$ cat config.mk
export PLATFORM = sky130hd
export DESIGN_NAME = slc3_ctrl_fsm
export DESIGN_NICKNAME = d
export VERILOG_FILES = /design/src/rtl/slc3_ctrl_fsm.sv
export SDC_FILE = /design/constraint.sdc
export NUM_CORES = 1
export LEC_CHECK = 0
export ABC_CLOCK_PERIOD_IN_PS = 2400
export BUFFER_PORTS_ARGS = -buffer_cell sky130_fd_sc_hd__buf_4
export CORE_UTILIZATION = 42
export CTS_CLUSTER_DIAMETER = 120
export DETAILED_ROUTE_END_ITERATION = 16
export PLACE_DENSITY = 0.64
export SYNTH_ARGS = -nofsm -noshare
export SYNTH_HDL_FRONTEND = slang
export SYNTH_SLANG_ARGS = --single-unit
export TNS_END_PERCENT = 100
$ cat constraint.sdc
create_clock -name Clk -period 2.4 [get_ports Clk]
set_input_delay 0.36 -clock Clk [delete_from_list [all_inputs] [get_ports Clk]]
set_output_delay 0.36 -clock Clk [all_outputs]
set_load 0.02 [all_outputs]
$ cat src/rtl/slc3_ctrl_fsm.sv
`default_nettype none
// ============================================================================
// Module   : slc3_ctrl_fsm
// Purpose  : Moore instruction sequencer (ISDU) for the SLC-3 datapath.
// Revision : 1.0 - initial release
// ============================================================================
module slc3_ctrl_fsm #(
    parameter int MEM_WAIT = 3
) (
    input  logic       Clk,
    input  logic       Reset,
    input  logic       Run,
    input  logic       Continue,
    input  logic [3:0] Opcode,
    input  logic       IR_5,
    input  logic       IR_11,
    input  logic       BEN,
    output logic       LD_MAR,
    output logic       LD_MDR,
    output logic       LD_IR,
    output logic       LD_BEN,
    output logic       LD_CC,
    output logic       LD_REG,
    output logic       LD_PC,
    output logic       LD_LED,
    output logic       GatePC,
    output logic       GateMDR,
    output logic       GateALU,
    output logic       GateMARMUX,
    output logic [1:0] PCMUX,
    output logic       DRMUX,
    output logic       SR1MUX,
    output logic       SR2MUX,
    output logic       ADDR1MUX,
    output logic [1:0] ADDR2MUX,
    output logic [1:0] ALUK,
    output logic       Mem_OE,
    output logic       Mem_WE
);

    localparam logic [2:0] c_LAST = 3'(MEM_WAIT - 1);

    typedef enum logic [4:0] {
        S_HALTED = 5'd0,  S_F1  = 5'd1,  S_F2  = 5'd2,  S_F3  = 5'd3,
        S_DEC    = 5'd4,  S_ADD = 5'd5,  S_AND = 5'd6,  S_NOT = 5'd7,
        S_BR_T   = 5'd8,  S_JMP = 5'd9,  S_J1  = 5'd10, S_J2  = 5'd11,
        S_L1     = 5'd12, S_L2  = 5'd13, S_L3  = 5'd14, S_S1  = 5'd15,
        S_S2     = 5'd16, S_S3  = 5'd17, S_P1  = 5'd18, S_P2  = 5'd19
    } state_t;

    typedef struct packed {
        logic       ld_mar, ld_mdr, ld_ir, ld_ben, ld_cc, ld_reg, ld_pc, ld_led;
        logic       gate_pc, gate_mdr, gate_alu, gate_marmux;
        logic [1:0] pcmux;
        logic       drmux, sr1mux, sr2mux, addr1mux;
        logic [1:0] addr2mux;
        logic [1:0] aluk;
        logic       mem_oe, mem_we;
    } ctrl_t;

    state_t     state_q, state_d;
    logic [2:0] cnt_q, cnt_d;
    ctrl_t      out_q;

    function automatic ctrl_t decode(input state_t s, input logic [2:0] c,
                                     input logic ir5, input logic ir11);
        ctrl_t o;
        o = '0;
        case (s)
            S_F1: begin
                o.gate_pc = 1'b1; o.ld_mar = 1'b1; o.ld_pc = 1'b1;
            end
            S_F2, S_L2: begin
                o.mem_oe = 1'b1;
                o.ld_mdr = (c == c_LAST);
            end
            S_F3: begin
                o.gate_mdr = 1'b1; o.ld_ir = 1'b1;
            end
            S_DEC: o.ld_ben = 1'b1;
            S_ADD, S_AND, S_NOT: begin
                o.gate_alu = 1'b1; o.ld_reg = 1'b1; o.ld_cc = 1'b1;
                o.sr1mux   = 1'b1; o.sr2mux = ir5;
                o.aluk     = (s == S_ADD) ? 2'd0 : (s == S_AND) ? 2'd1 : 2'd2;
            end
            S_BR_T: begin
                o.ld_pc = 1'b1; o.pcmux = 2'd2; o.addr2mux = 2'd2;
            end
            S_JMP: begin
                o.ld_pc = 1'b1; o.pcmux = 2'd2; o.addr1mux = 1'b1; o.sr1mux = 1'b1;
            end
            S_J1: begin
                o.gate_pc = 1'b1; o.drmux = 1'b1; o.ld_reg = 1'b1;
            end
            S_J2: begin
                o.ld_pc = 1'b1; o.pcmux = 2'd2;
                if (ir11) begin
                    o.addr2mux = 2'd3;
                end else begin
                    o.addr1mux = 1'b1; o.sr1mux = 1'b1;
                end
            end
            S_L1, S_S1: begin
                o.gate_marmux = 1'b1; o.addr1mux = 1'b1; o.addr2mux = 2'd1;
                o.sr1mux      = 1'b1; o.ld_mar   = 1'b1;
            end
            S_L3: begin
                o.gate_mdr = 1'b1; o.ld_reg = 1'b1; o.ld_cc = 1'b1;
            end
            S_S2: begin
                o.aluk = 2'd3; o.gate_alu = 1'b1; o.ld_mdr = 1'b1;
            end
            S_S3: o.mem_we = 1'b1;
            S_P1: o.ld_led = 1'b1;
            default: ;
        endcase
        return o;
    endfunction

    // The wait counter is zero outside memory states, so every entry starts at 0.
    always_comb begin
        state_d = state_q;
        cnt_d   = '0;
        case (state_q)
            S_HALTED: if (Run) state_d = S_F1;
            S_F1:     state_d = S_F2;
            S_F2:     if (cnt_q == c_LAST) state_d = S_F3; else cnt_d = cnt_q + 3'd1;
            S_F3:     state_d = S_DEC;
            S_DEC: begin
                case (Opcode)
                    4'b0001: state_d = S_ADD;
                    4'b0101: state_d = S_AND;
                    4'b1001: state_d = S_NOT;
                    4'b0000: state_d = BEN ? S_BR_T : S_F1;
                    4'b1100: state_d = S_JMP;
                    4'b0100: state_d = S_J1;
                    4'b0110: state_d = S_L1;
                    4'b0111: state_d = S_S1;
                    4'b1101: state_d = S_P1;
                    default: state_d = S_F1;
                endcase
            end
            S_J1:     state_d = S_J2;
            S_L1:     state_d = S_L2;
            S_L2:     if (cnt_q == c_LAST) state_d = S_L3; else cnt_d = cnt_q + 3'd1;
            S_S1:     state_d = S_S2;
            S_S2:     state_d = S_S3;
            S_S3:     if (cnt_q == c_LAST) state_d = S_F1; else cnt_d = cnt_q + 3'd1;
            S_P1:     if (Continue) state_d = S_P2;
            S_P2:     if (!Continue) state_d = S_F1;
            default:  state_d = S_F1;
        endcase
    end

    // Outputs are decoded from the next state so they register in step with it.
    always_ff @(posedge Clk or posedge Reset) begin
        if (Reset) begin
            state_q <= S_HALTED;
            cnt_q   <= '0;
            out_q   <= '0;
        end else begin
            state_q <= state_d;
            cnt_q   <= cnt_d;
            out_q   <= decode(state_d, cnt_d, IR_5, IR_11);
        end
    end

    assign LD_MAR     = out_q.ld_mar;
    assign LD_MDR     = out_q.ld_mdr;
    assign LD_IR      = out_q.ld_ir;
    assign LD_BEN     = out_q.ld_ben;
    assign LD_CC      = out_q.ld_cc;
    assign LD_REG     = out_q.ld_reg;
    assign LD_PC      = out_q.ld_pc;
    assign LD_LED     = out_q.ld_led;
    assign GatePC     = out_q.gate_pc;
    assign GateMDR    = out_q.gate_mdr;
    assign GateALU    = out_q.gate_alu;
    assign GateMARMUX = out_q.gate_marmux;
    assign PCMUX      = out_q.pcmux;
    assign DRMUX      = out_q.drmux;
    assign SR1MUX     = out_q.sr1mux;
    assign SR2MUX     = out_q.sr2mux;
    assign ADDR1MUX   = out_q.addr1mux;
    assign ADDR2MUX   = out_q.addr2mux;
    assign ALUK       = out_q.aluk;
    assign Mem_OE     = out_q.mem_oe;
    assign Mem_WE     = out_q.mem_we;

endmodule
`default_nettype wire

---- Word-level counts from Yosys, hierarchy flattened ----
Cells that the tools add are included.
W data, S select, Z words.
word-level totals
  register bits after elaboration ......... 32
  input bits .............................. 11
  output and inout bits ................... 24
  word-level logic and storage cells ...... 116
cells by class
  add/subtract/negate cells ............... 1
  eq/ne operators ......................... 40
  mux-type cells .......................... 36
  reductions and logical operators ........ 16
operators by type and width
  operator              count
  $pmux W5 S13          1
  $eq A5 B4 Y1 const B  12
  $pmux W5 S9           1
  $eq A5 B5 Y1 const B  7
  $mux W5               6
  $eq A5 B3 Y1 const B  5
  $eq A5 B2 Y1 const B  4
  $eq A4 B3 Y1 const B  4
  $mux W1               16
  $reduce_or A3 Y1      5
  $eq A4 B4 Y1 const B  3
  $reduce_or A4 Y1      3
  $eq A5 B1 Y1 const B  2
  $mux W2               4
  $reduce_or A2 Y1      4
  $eq A3 B2 Y1 const B  2
  $mux W3               2
  $pmux W1 S2           3
  $pmux W2 S3           1
  $reduce_or A6 Y1      1
  $logic_not A5 Y1      1
  $reduce_or A5 Y1      1
  $eq A4 B1 Y1 const B  1
  $logic_not A4 Y1      1
  other kinds (3)       3

---- Logic depth before layout (Yosys ltp) ----
Gate-level depths: netlist of run 1.
  depth in word-level cells ............... 7
  mapped depth ............................ 9
  depth with buffers taken out ............ 7

---- Least setup slack after synthesis of run 1 ----
OpenSTA, ideal clock, no wires.
  path type ............................... register to register
  from .................................... register cnt_q[2]
  to ...................................... register out_q (netlist bit ADDR2MUX[0])
  setup time .............................. 0.077 ns
  arrival ................................. 1.954 ns
  required time ........................... 2.323 ns
  path slack .............................. 0.369 ns
  cell stages (with the launch flop) ...... 8
  clock period less this slack ............ 2.031 ns
  cells stage by stage .................... dfrtp_1 -> or3b_4 -> a21bo_1 -> a211oi_2 -> o31ai_2 -> buf_6 -> or3_1 -> a21oi_1
between the ends
  cells in the longest elaborated chain, start to end .. 6
ends and longest elaborated chain
  item                               RTL line       text
  from (decl)                        62             logic [2:0] cnt_q, cnt_d;
  from (signal assigned)             163            cnt_q <= cnt_d;
  $eq A3 B2 Y1 (*)                   127, 145, 148
  $mux W5, on equally long branches  148, 127, 145
  $pmux W5 S13 (*)                   124            case (state_q)
  $eq A5 B4 Y1                       69             case (s)
  $reduce_or A2 Y1                   --
  $pmux W2 S3 (*)                    69
  to (signal assigned)               164            out_q <= decode(state_d, cnt_d, IR_5, IR_11);
  to (decl)                          63             ctrl_t out_q;
Mark *: on every way between the ends. The rest lies on a longest branch, timed or not.

---- Final worst setup path of run 1 ----
  from .................................... register cnt_q[2]
  to ...................................... register out_q (netlist bit LD_MAR)
between the ends
  cells in the longest elaborated chain, start to end .. 6
ends and longest elaborated chain
  item                                                 RTL line
  $eq A3 B2 Y1 (*)                                     127, 145, 148
  $mux W5, on equally long branches                    148, 127, 145
  $pmux W5 S13 (*)                                     124
  $eq A5 B4 Y1 / $eq A5 B1 Y1 (equally long branches)  69
  $reduce_or A3 Y1 (no source line) (*)                --
  $mux W1 (*)                                          69
Marks and branches as above.

==> results of run 1 <==
## through the flow
step / area [sq um] / hold slack, ns
floorplan: 1640 / 0.464
global placement: 1970 / 0.462
detailed placement: 1970 / 0.468
CTS: 2090 / 0.162
global route: 2160 / 0.192
finish: 2160 / 0.157
## cells by family (layout without fill, tap and decap cells)
kind of cell	count (synthesis)	count (layout)	share of synthesized area [%]
mux	3	3	1.91
xor+xnor	1	1	0.535
compound gates	43	43	18.0
flops	31	31	47.4
buf+inv	18	68	5.73
simple gates	75	75	26.3
other cells	1	1	0.229
## worst register-to-register path, stage by stage, from the launching register on
cell	delay, ns
dfrtp_2	0.43
or3b_4	0.43
a21bo_1	0.22
a211oi_2	0.25
o31ai_4	0.14
buf_6	0.18
or3_1	0.39
a31oi_2	0.18
## timing repair
item | CTS | global route
buffers inserted | 0 | 7
endpoints found under the setup margin | 0 | 3
resized for setup | 0 | 7
## flip-flops by register name, summed over array words and instances (netlist names)
signal	flops
DRMUX	1
ALUK	2
LD_REG	1
LD_MAR	1
GateALU	1
GatePC	1
cnt_q	3
LD_LED	1
ADDR2MUX	2
LD_PC	1
LD_MDR	1
Mem_WE	1
GateMDR	1
state_q	5
LD_CC	1
LD_IR	1
GateMARMUX	1
SR1MUX	1
LD_BEN	1
ADDR1MUX	1
PCMUX	1
SR2MUX	1
Mem_OE	1
## routing by layer
| layer | vias to the layer above | global-route usage [%] | routed length [um] |
|---|---|---|---|
| li1 | 710 | - | - |
| met1 | 676 | 26.5 | 1700 |
| met2 | 43 | 31.3 | 1760 |
| met3 | 6 | 4.40 | 185 |
| met4 | 0 | 8.89 | 65 |
| met5 | - | 0 | 0 |
## report_power, final
part,switching (uW),total (uW),internal [uW]
logic,809,1440,636
registers,102,754,651
clock network,198,534,336
## layout make-up
class | instances | area [sq um]
Clock buffer | 6 | 82.6
Clock inverter | 2 | 35.0
Fill cell | 339 | 1530
Inverter | 8 | 30.0
Multi-Input combinational cell | 123 | 783
Sequential cell | 31 | 781
Tap cell | 48 | 60.1
Timing Repair Buffer | 52 | 392
## path summary, 6_finish.rpt
check                              to  slack (ns)
min in group Clk               SR2MUX        0.29
max in group asynchronous  state_q[1]        1.93
setup reg to reg               LD_MAR        0.09
setup / recovery               LD_MAR        0.09
hold reg to reg              cnt_q[0]        0.54
hold / removal               cnt_q[0]        0.16
## placed cells by master (no fill, tap or decap), drive strengths merged, types with 2 or more instances in the layout
master / synthesis / final
a211oi: 2 / 2
o21ai: 10 / 10
nand2b: 6 / 6
nor2: 13 / 13
nor2b: 7 / 7
a2111oi: 2 / 2
dfrtp: 31 / 31
a21oi: 12 / 12
nand3: 7 / 7
clkinv: 1 / 2
clkbuf: 0 / 7
nand4: 3 / 3
or4: 2 / 2
buf: 10 / 51
mux2i: 2 / 2
a31oi: 4 / 4
inv: 7 / 7
nor3: 4 / 4
nand3b: 2 / 2
o211ai: 3 / 3
nand2: 15 / 15
nor3b: 3 / 3
or3: 5 / 5
==> key figures, run 1 <==
Status
  • Status: complete, no violations

GRT
  • Global route total overflow: 0
  • Total Routing Usage GR: 20.0%
  • Vias in the first global route: 1346
  • Pin count of the biggest net entering global routing: 32
  • Initial antenna violation count: 0
  • First-pass GRT wire length: 6.30 mm

Critical path
  • Critical Path Fanout Max: 19
  • Slowest CP cell: dfrtp_2
  • Reg2reg start: cnt_q[2]
  • R2R cell count: 7
  • CP required: 2.60 ns
  • Worst setup path startpoint: cnt_q[2]
  • Critical path class: flop to flop
  • Crit-path cells: or3b_4 -> a21bo_1 -> a211oi_2 -> o31ai_4 -> buf_6 -> or3_1 -> a31oi_2
  • Startpoint types: flop
  • Bufs and invs on worst path: 1
  • CP delay by family, top: simple AND/OR/NAND/NOR gates
  • Critical path data arrival time: 2.51 ns
  • Max incr delay on CP: 0.43 ns
  • WP depth: 7
  • Worst Setup End Kind: flop

Timing
  • Period Utilization, post-route: 96.4%
  • Max Clk Rate: 0.432 GHz
  • Worst setup margin: 0.0871 ns
  • Slew Viols, Final: 0
  • Min cycle time layout: 2.31 ns
  • Final Hold Viols: 0
  • RSZ-0062 raised after global routing: no
  • Setup TNS: 0 ns
  • Setup violators final: 0
  • Clock skew: 0.0110 ns

Die
  • Starting Density: 44.4%
  • Ports: 35
  • Core ar.: 3690 sq um
  • Die area: 4150 sq um
  • Die height: 64.4 um
  • Num rows: 22
  • Die width: 64.4 um

Placement
  • Port bufs: 33
  • Placed wire-length estimate: 2.67 mm
  • Gpl congestion: 0.813
  • Pre-CTS setup slack: 0.0697 ns
  • Inst Count DP: 255

Clocking
  • Hold buffers post-CTS: 0
  • Clk buf depth: 2
  • CTS tree: done
  • H-tree depth: 2
  • Total CTS buffers: 5
  • Worst skew pair latency: 0.29 ns
  • CTS Sinks: 31
  • CTS root buffer: clkbuf_8
  • Worst-path clk slew: 0.07 ns

Detailed routing
  • Per-cell routed wire length: 13.8 um
  • Initial DRC count: 77
  • Via density: 5.31
  • Drt pass-1 iters: 4
  • Post-route DRC: 0
  • Routed Antenna Nets: 0
  • WL final: 3.72 mm
  • DR vias: 1435

Finish
  • Layout Cells excl Fill: 270
  • Final antenna diode count: 0
  • Layout cells sized above 1: 34.7%
  • Final #Nets: 232
  • Final Core Density: 58.6%
  • Area grow syn2layout: 32.1%

Synthesis
  • Synth cell types: 52
  • Post-synth EDFFs: 0
  • Syn Area/Cell: 9.52 sq um
  • Synth area leaders: dfrtp_1 (47%), nand2_1 (3.4%), a21oi_1 (3.4%), o21ai_0 (2.8%), nor2_1 (2.8%)
  • Post-Syn Area: 1640 sq um
  • Top cells by count, synth: dfrtp_1 (31), nand2_1 (15), nor2_1 (12), a21oi_1 (11), o21ai_0 (9)
  • Top-area cell type share of the netlist area: 47.4%
  • Ys Warns: 0
  • Synthesized Nets: 183
  • Post-Syn Instances: 172
  • Sequential share of the synthesized area: 47.4%
  • Post-synthesis register bit count: 31
  • Async S/R FF share, synth: 100%
  • Count leader, synth: dfrtp_1
  • Largest area contributor in the netlist: dfrtp_1
  • Top FF cell, synth: dfrtp_1

Worst hold path
  • Worst hold path class: input port to async pin

Pwr
  • Cell Pwr Density: 1260 nW/um^2
  • Max VDD drop: 543 uV
  • Leak Pwr: 0.00106 uW
  • Final Power: 2730 uW

Job
  • Max Cap Viol: 0
No activity file was read; power rests on OpenSTA's default activity.
==> run 2: changes to the inputs <==
Settings changed: ABC_CLOCK_PERIOD_IN_PS 2400 to 2800, HOLD_SLACK_MARGIN set to 0.05, RECOVER_POWER set to 50.
Clock period 2.4 ns to 2.8 ns, I/O delays scaled along.
==> key figures, run 2 (same netlist as run 1, synthesis figures left out) <==
Status
  • Status: finished, violations left
  • Failing checks: capacitance limit, slew limit

Detailed routing
  • Post-route DRC: 0
  • Drt pass-1 iters: 4
  • Top sig layer: met4
  • Initial DRC count: 61
  • DR vias: 1376
  • WL final: 3.45 mm
  • Met2 routed WL: 1.65 mm
  • WL met3: 146 um
  • Routed Antenna Nets: 0
  • Per-cell routed wire length: 13.7 um
  • Via density: 5.46
  • Metal-1 WL: 1.58 mm

Pwr
  • Final Power: 1990 uW
  • Cell Pwr Density: 1030 nW/um^2
  • Max VDD drop: 361 uV
  • Leak Pwr: 0.000910 uW

Worst hold path
  • Hold path cells: 3
  • Worst hold path class: input port to flop

Finish
  • Most frequent cells in the layout: dfrtp_1 (31), buf_4 (22), nand2_1 (15)
  • Biggest regs: state_q x5, cnt_q x3
  • Final antenna diode count: 0
  • Commonest non-fill, non-tap cell in the layout: dfrtp_1
  • Layout cells sized above 1: 20.6%
  • Post-route cell area: 1940 sq um
  • Final #Nets: 215
  • Max reg flops: 5
  • Area grow syn2layout: 18.4%
  • Biggest register: state_q

Clocking
  • CTS tree: done
  • Total CTS buffers: 5
  • Hold buffers post-CTS: 0
  • Post-CTS sizing: 0
  • CTS Sinks: 31
  • H-tree depth: 2
  • Worst skew pair latency: 0.28 ns
  • Worst-path clk slew: 0.06 ns
  • CTS root buffer: clkbuf_8
  • Clk buf depth: 2
  • Postcts setup bufs: 0

Timing
  • Setup violators final: 0
  • RSZ-0062 raised after global routing: no
  • Worst Max-Slew Pin Slew: 1.58 ns
  • Period Utilization, post-route: 86.9%
  • Final Hold Viols: 0
  • Min cycle time layout: 2.43 ns
  • Clock skew: 0.00448 ns
  • Rel. slew slack: -5.00%
  • Slew Viols, Final: 32
  • Setup TNS: 0 ns
  • Max Clk Rate: 0.411 GHz

Critical path
  • Crit-path cells: and4bb_2 -> a311o_1 -> a211oi_2 -> o31ai_2 -> buf_4 -> or3_1 -> a31oi_1
  • CP required: 2.99 ns
  • Slowest CP cell: dfrtp_1
  • WP depth: 7
  • Max incr delay on CP: 0.62 ns
  • R2R cell count: 7
  • Bufs and invs on worst path: 1
  • Critical path class: flop to flop
  • Startpoint types: flop
  • Critical path data arrival time: 2.62 ns
  • CP delay by family, top: compound AO/OA/AOI/OAI gates
  • Critical Path Fanout Max: 19
  • Worst Setup End Kind: flop

Placement
  • Gpl congestion: 0.785
  • Placed wire-length estimate: 2.46 mm
  • Area after DPL: 1900 sq um
  • Port bufs: 33

GRT
  • Global route total overflow: 0
  • Initial antenna violation count: 0
  • Total Routing Usage GR: 19.2%
  • Vias in the first global route: 1330
  • Pin count of the biggest net entering global routing: 32
  • First-pass GRT wire length: 6.09 mm

Die
  • Ports: 35
  • Die height: 64.4 um
  • Num rows: 22
  • Core ar.: 3690 sq um
  • Die area: 4150 sq um
  • Starting Density: 44.4%
  • Die width: 64.4 um

Job
  • Max Cap Viol: 1
-- run 2: changes by cell type in the layout (fill, tap and decap cells not counted) --
cell       delta
buf_4        -28
clkbuf_1     +12
dfrtp_1       +4
dfrtp_2       -4
a31oi_1       +1
a31oi_2       -1
buf_6         -1
bufinv_16     -1
clkbuf_2      -1
clkbuf_4      +1
o31ai_2       +1
o31ai_4       -1
-- run 2: final timing paths --
path / startpoint / end / slack [ns]
max in group asynchronous: Reset / LD_LED / 1.19
min in group asynchronous: Reset / SR2MUX / 0.69
setup reg to reg: state_q[4] / LD_MAR / 0.37
setup / recovery: state_q[4] / LD_MAR / 0.37
hold reg to reg: cnt_q[0] / cnt_q[0] / 0.54
hold / removal: IR_5 / SR2MUX / 0.37
-- run 2: worst reg2reg max path, stage by stage (launching register included) --
cell,delay (ns)
dfrtp_1,0.62
and4bb_2,0.33
a311o_1,0.28
a211oi_2,0.20
o31ai_2,0.14
buf_4,0.22
or3_1,0.37
a31oi_1,0.19
-- run 2: layout make-up --
cell class	count	area, sq um
timing repair buffer	35	218
sequential	31	776
fill	375	1750
clock buffer	6	82.6
tap	48	60.1
inverter	8	30.0
multi-input combinational	123	768
clock inverter	1	5.00
-- run 2: layer usage --
metal / global-route usage [%] / vias to the layer above
li1: - / 676
met1: 24.7 / 650
met2: 30.8 / 43
met3: 3.87 / 7
met4: 9.72 / 0
met5: 0 / -
-- run 2: stage by stage --
| stage | utilization (%) | cells | setup WS (ns) | hold slack (ns) |
|---|---|---|---|---|
| global placement | 51.4 | 245 | 0.411 | 0.509 |
| finish | 52.6 | 252 | 0.366 | 0.372 |
| CTS | 53.8 | 252 | 0.374 | 0.227 |
| floorplan | - | 172 | 0.769 | 0.496 |
| global route | 52.6 | 252 | 0.104 | 0.389 |
| detailed placement | 51.4 | 245 | 0.392 | 0.525 |
-- run 2: where the power goes --
| part | internal [uW] | switching, uW | leakage [uW] |
|---|---|---|---|
| Combinational | 371 | 597 | 0.000439 |
| Clock | 192 | 149 | 0.0000470 |
| Sequential | 554 | 129 | 0.000424 |
| Total | 1120 | 876 | 0.000910 |
==> run 3: changes to the inputs <==
Settings changed: ABC_CLOCK_PERIOD_IN_PS 2800 to 3000.
Clock period 2.8 ns to 3 ns, I/O delays scaled along.
==> key figures, run 3 (same netlist as run 1, synthesis figures left out) <==
Timing
  • Period Utilization, post-route: 80.0%
  • Worst Max-Slew Pin Slew: 1.53 ns
  • Final Hold Viols: 0
  • Min cycle time layout: 2.40 ns
  • RSZ-0062 raised after global routing: no
  • Slew Viols, Final: 32
  • Setup violators final: 0
  • Max Clk Rate: 0.416 GHz
  • Rel. slew slack: -2.18%
  • Clock skew: 0.00946 ns
  • Setup TNS: 0 ns

Worst hold path
  • Hold path cells: 3
  • Worst hold path class: input port to flop
  • Min-delay src: IR_5
  • Hold endpoint: SR2MUX

Clocking
  • Hold buffers post-CTS: 0
  • Post-CTS sizing: 0
  • Worst skew pair latency: 0.28 ns
  • H-tree depth: 2
  • CTS tree: done
  • Total CTS buffers: 5
  • Clk buf depth: 2
  • Worst-path clk slew: 0.06 ns
  • CTS root buffer: clkbuf_8
  • CTS Sinks: 31
  • Postcts setup bufs: 0

Critical path
  • Worst Setup End Kind: flop
  • R2R Setup Slk: 0.60 ns
  • Reg2reg start: state_q[4]
  • Critical path class: flop to flop
  • Reg2reg end: LD_MAR
  • CP required: 3.20 ns
  • Critical path data arrival time: 2.60 ns
  • R2R cell count: 7
  • Critical Path Fanout Max: 14
  • Startpoint types: flop

Finish
  • Area grow syn2layout: 20.2%
  • Commonest non-fill, non-tap cell in the layout: dfrtp_1
  • Final antenna diode count: 0
  • Most frequent cells in the layout: dfrtp_1 (31), buf_4 (22), nand2_1 (15)
  • Max reg flops: 5
  • Final #Nets: 215
  • Layout Cells excl Fill: 253
  • Layout cells sized above 1: 21.0%
  • Biggest regs: state_q x5, cnt_q x3
  • Number of fill cells: 375
  • Area of the multi-input gates: 768 sq um
  • FF/Latch Area: 776 sq um
  • Biggest register: state_q

Pwr
  • Max VDD drop: 346 uV
  • Leak Pwr: 0.000924 uW
  • Cell Pwr Density: 987 nW/um^2

Die
  • Die height: 64.4 um
  • Die width: 64.4 um
  • Starting Density: 44.4%
  • Core ar.: 3690 sq um
  • Ports: 35
  • Num rows: 22
  • Die area: 4150 sq um

GRT
  • Met3 usage: 3.70%
  • Met2 global-route usage: 29.9%
  • Top Usage Layer GRT: met2
  • Vias in the first global route: 1325
  • First-pass GRT wire length: 5.80 mm
  • Met1 GRT Util: 23.8%
  • Total Routing Usage GR: 18.3%
  • Global route total overflow: 0
  • Initial antenna violation count: 0
  • Pin count of the biggest net entering global routing: 32

Detailed routing
  • Routed Antenna Nets: 0
  • DR vias: 1351
  • Drt pass-1 iters: 4
  • Per-cell routed wire length: 13.2 um
  • Via density: 5.34
  • Initial DRC count: 43
  • Post-route DRC: 0
  • WL final: 3.35 mm

Placement
  • Placed wire-length estimate: 2.43 mm
  • Gpl congestion: 0.794
  • Inst Count DP: 245
  • Port bufs: 33

Status
  • Failing checks: capacitance limit, slew limit
  • Status: finished, violations left

Job
  • Max Cap Viol: 1
==> run 3: cell types whose count changed in the layout (fill, tap and decap cells not counted), sizes merged <==
cell and delta:
bufinv +1
==> run 3: stage by stage <==
| step | hold slack (ns) | cell area (sq um) | setup slack [ns] | util (%) | total power [uW] |
|---|---|---|---|---|---|
| finish | 0.398 | 1970 | 0.599 | 53.4 | 1940 |
| global route | 0.405 | 1970 | 0.397 | 53.4 | 2100 |
| CTS | 0.258 | 2010 | 0.610 | 54.6 | 1980 |
| detailed placement | 0.552 | 1900 | 0.629 | 51.4 | 1560 |
| global placement | 0.508 | 1900 | 0.700 | 51.4 | 1540 |
| floorplan | 0.496 | 1640 | 0.969 | - | 1370 |
==> run 3: layer usage <==
layer  wire (um)  up-vias
li1            -      674
met1        1560      639
met2        1600       34
met3         146        4
met4          41        0
met5           0        -
==> run 3: how the worst max path moves through the flow <==
stage                          start          end  slack (ns)  depth (start not counted)
final                     state_q[4]       LD_MAR        0.60                          7
after global routing      state_q[4]      GateALU        0.40                          7
after CTS                 state_q[4]       SR1MUX        0.61                          7
after detailed placement  state_q[4]       SR1MUX        0.63                          7
after global placement    state_q[4]       SR1MUX        0.70                          7
after floorplan             cnt_q[2]  ADDR2MUX[0]        0.97                          7
==> run 3: final cells by class <==
| type | count | share of cell area (%) |
|---|---|---|
| clock buffers | 6 | 4.19 |
| clock inverters | 2 | 1.78 |
| inverters | 8 | 1.52 |
| multi-input cells | 123 | 39.0 |
| flip-flops and latches | 31 | 39.4 |
| well taps | 48 | 3.05 |
| repair buffers | 35 | 11.1 |
==> run 3: critical path: stages, from the launching register on <==
cell	delay (ns)
dfrtp_1	0.61
and4bb_2	0.33
nand3_1	0.11
o311ai_1	0.15
nor2_2	0.35
inv_2	0.18
or3_1	0.42
a31oi_1	0.16
==> run 3: power breakdown <==
part	internal [uW]	total [uW]	switching, uW
combinational	337	888	550
sequential	517	636	119
clock	268	421	153
total	1120	1940	822
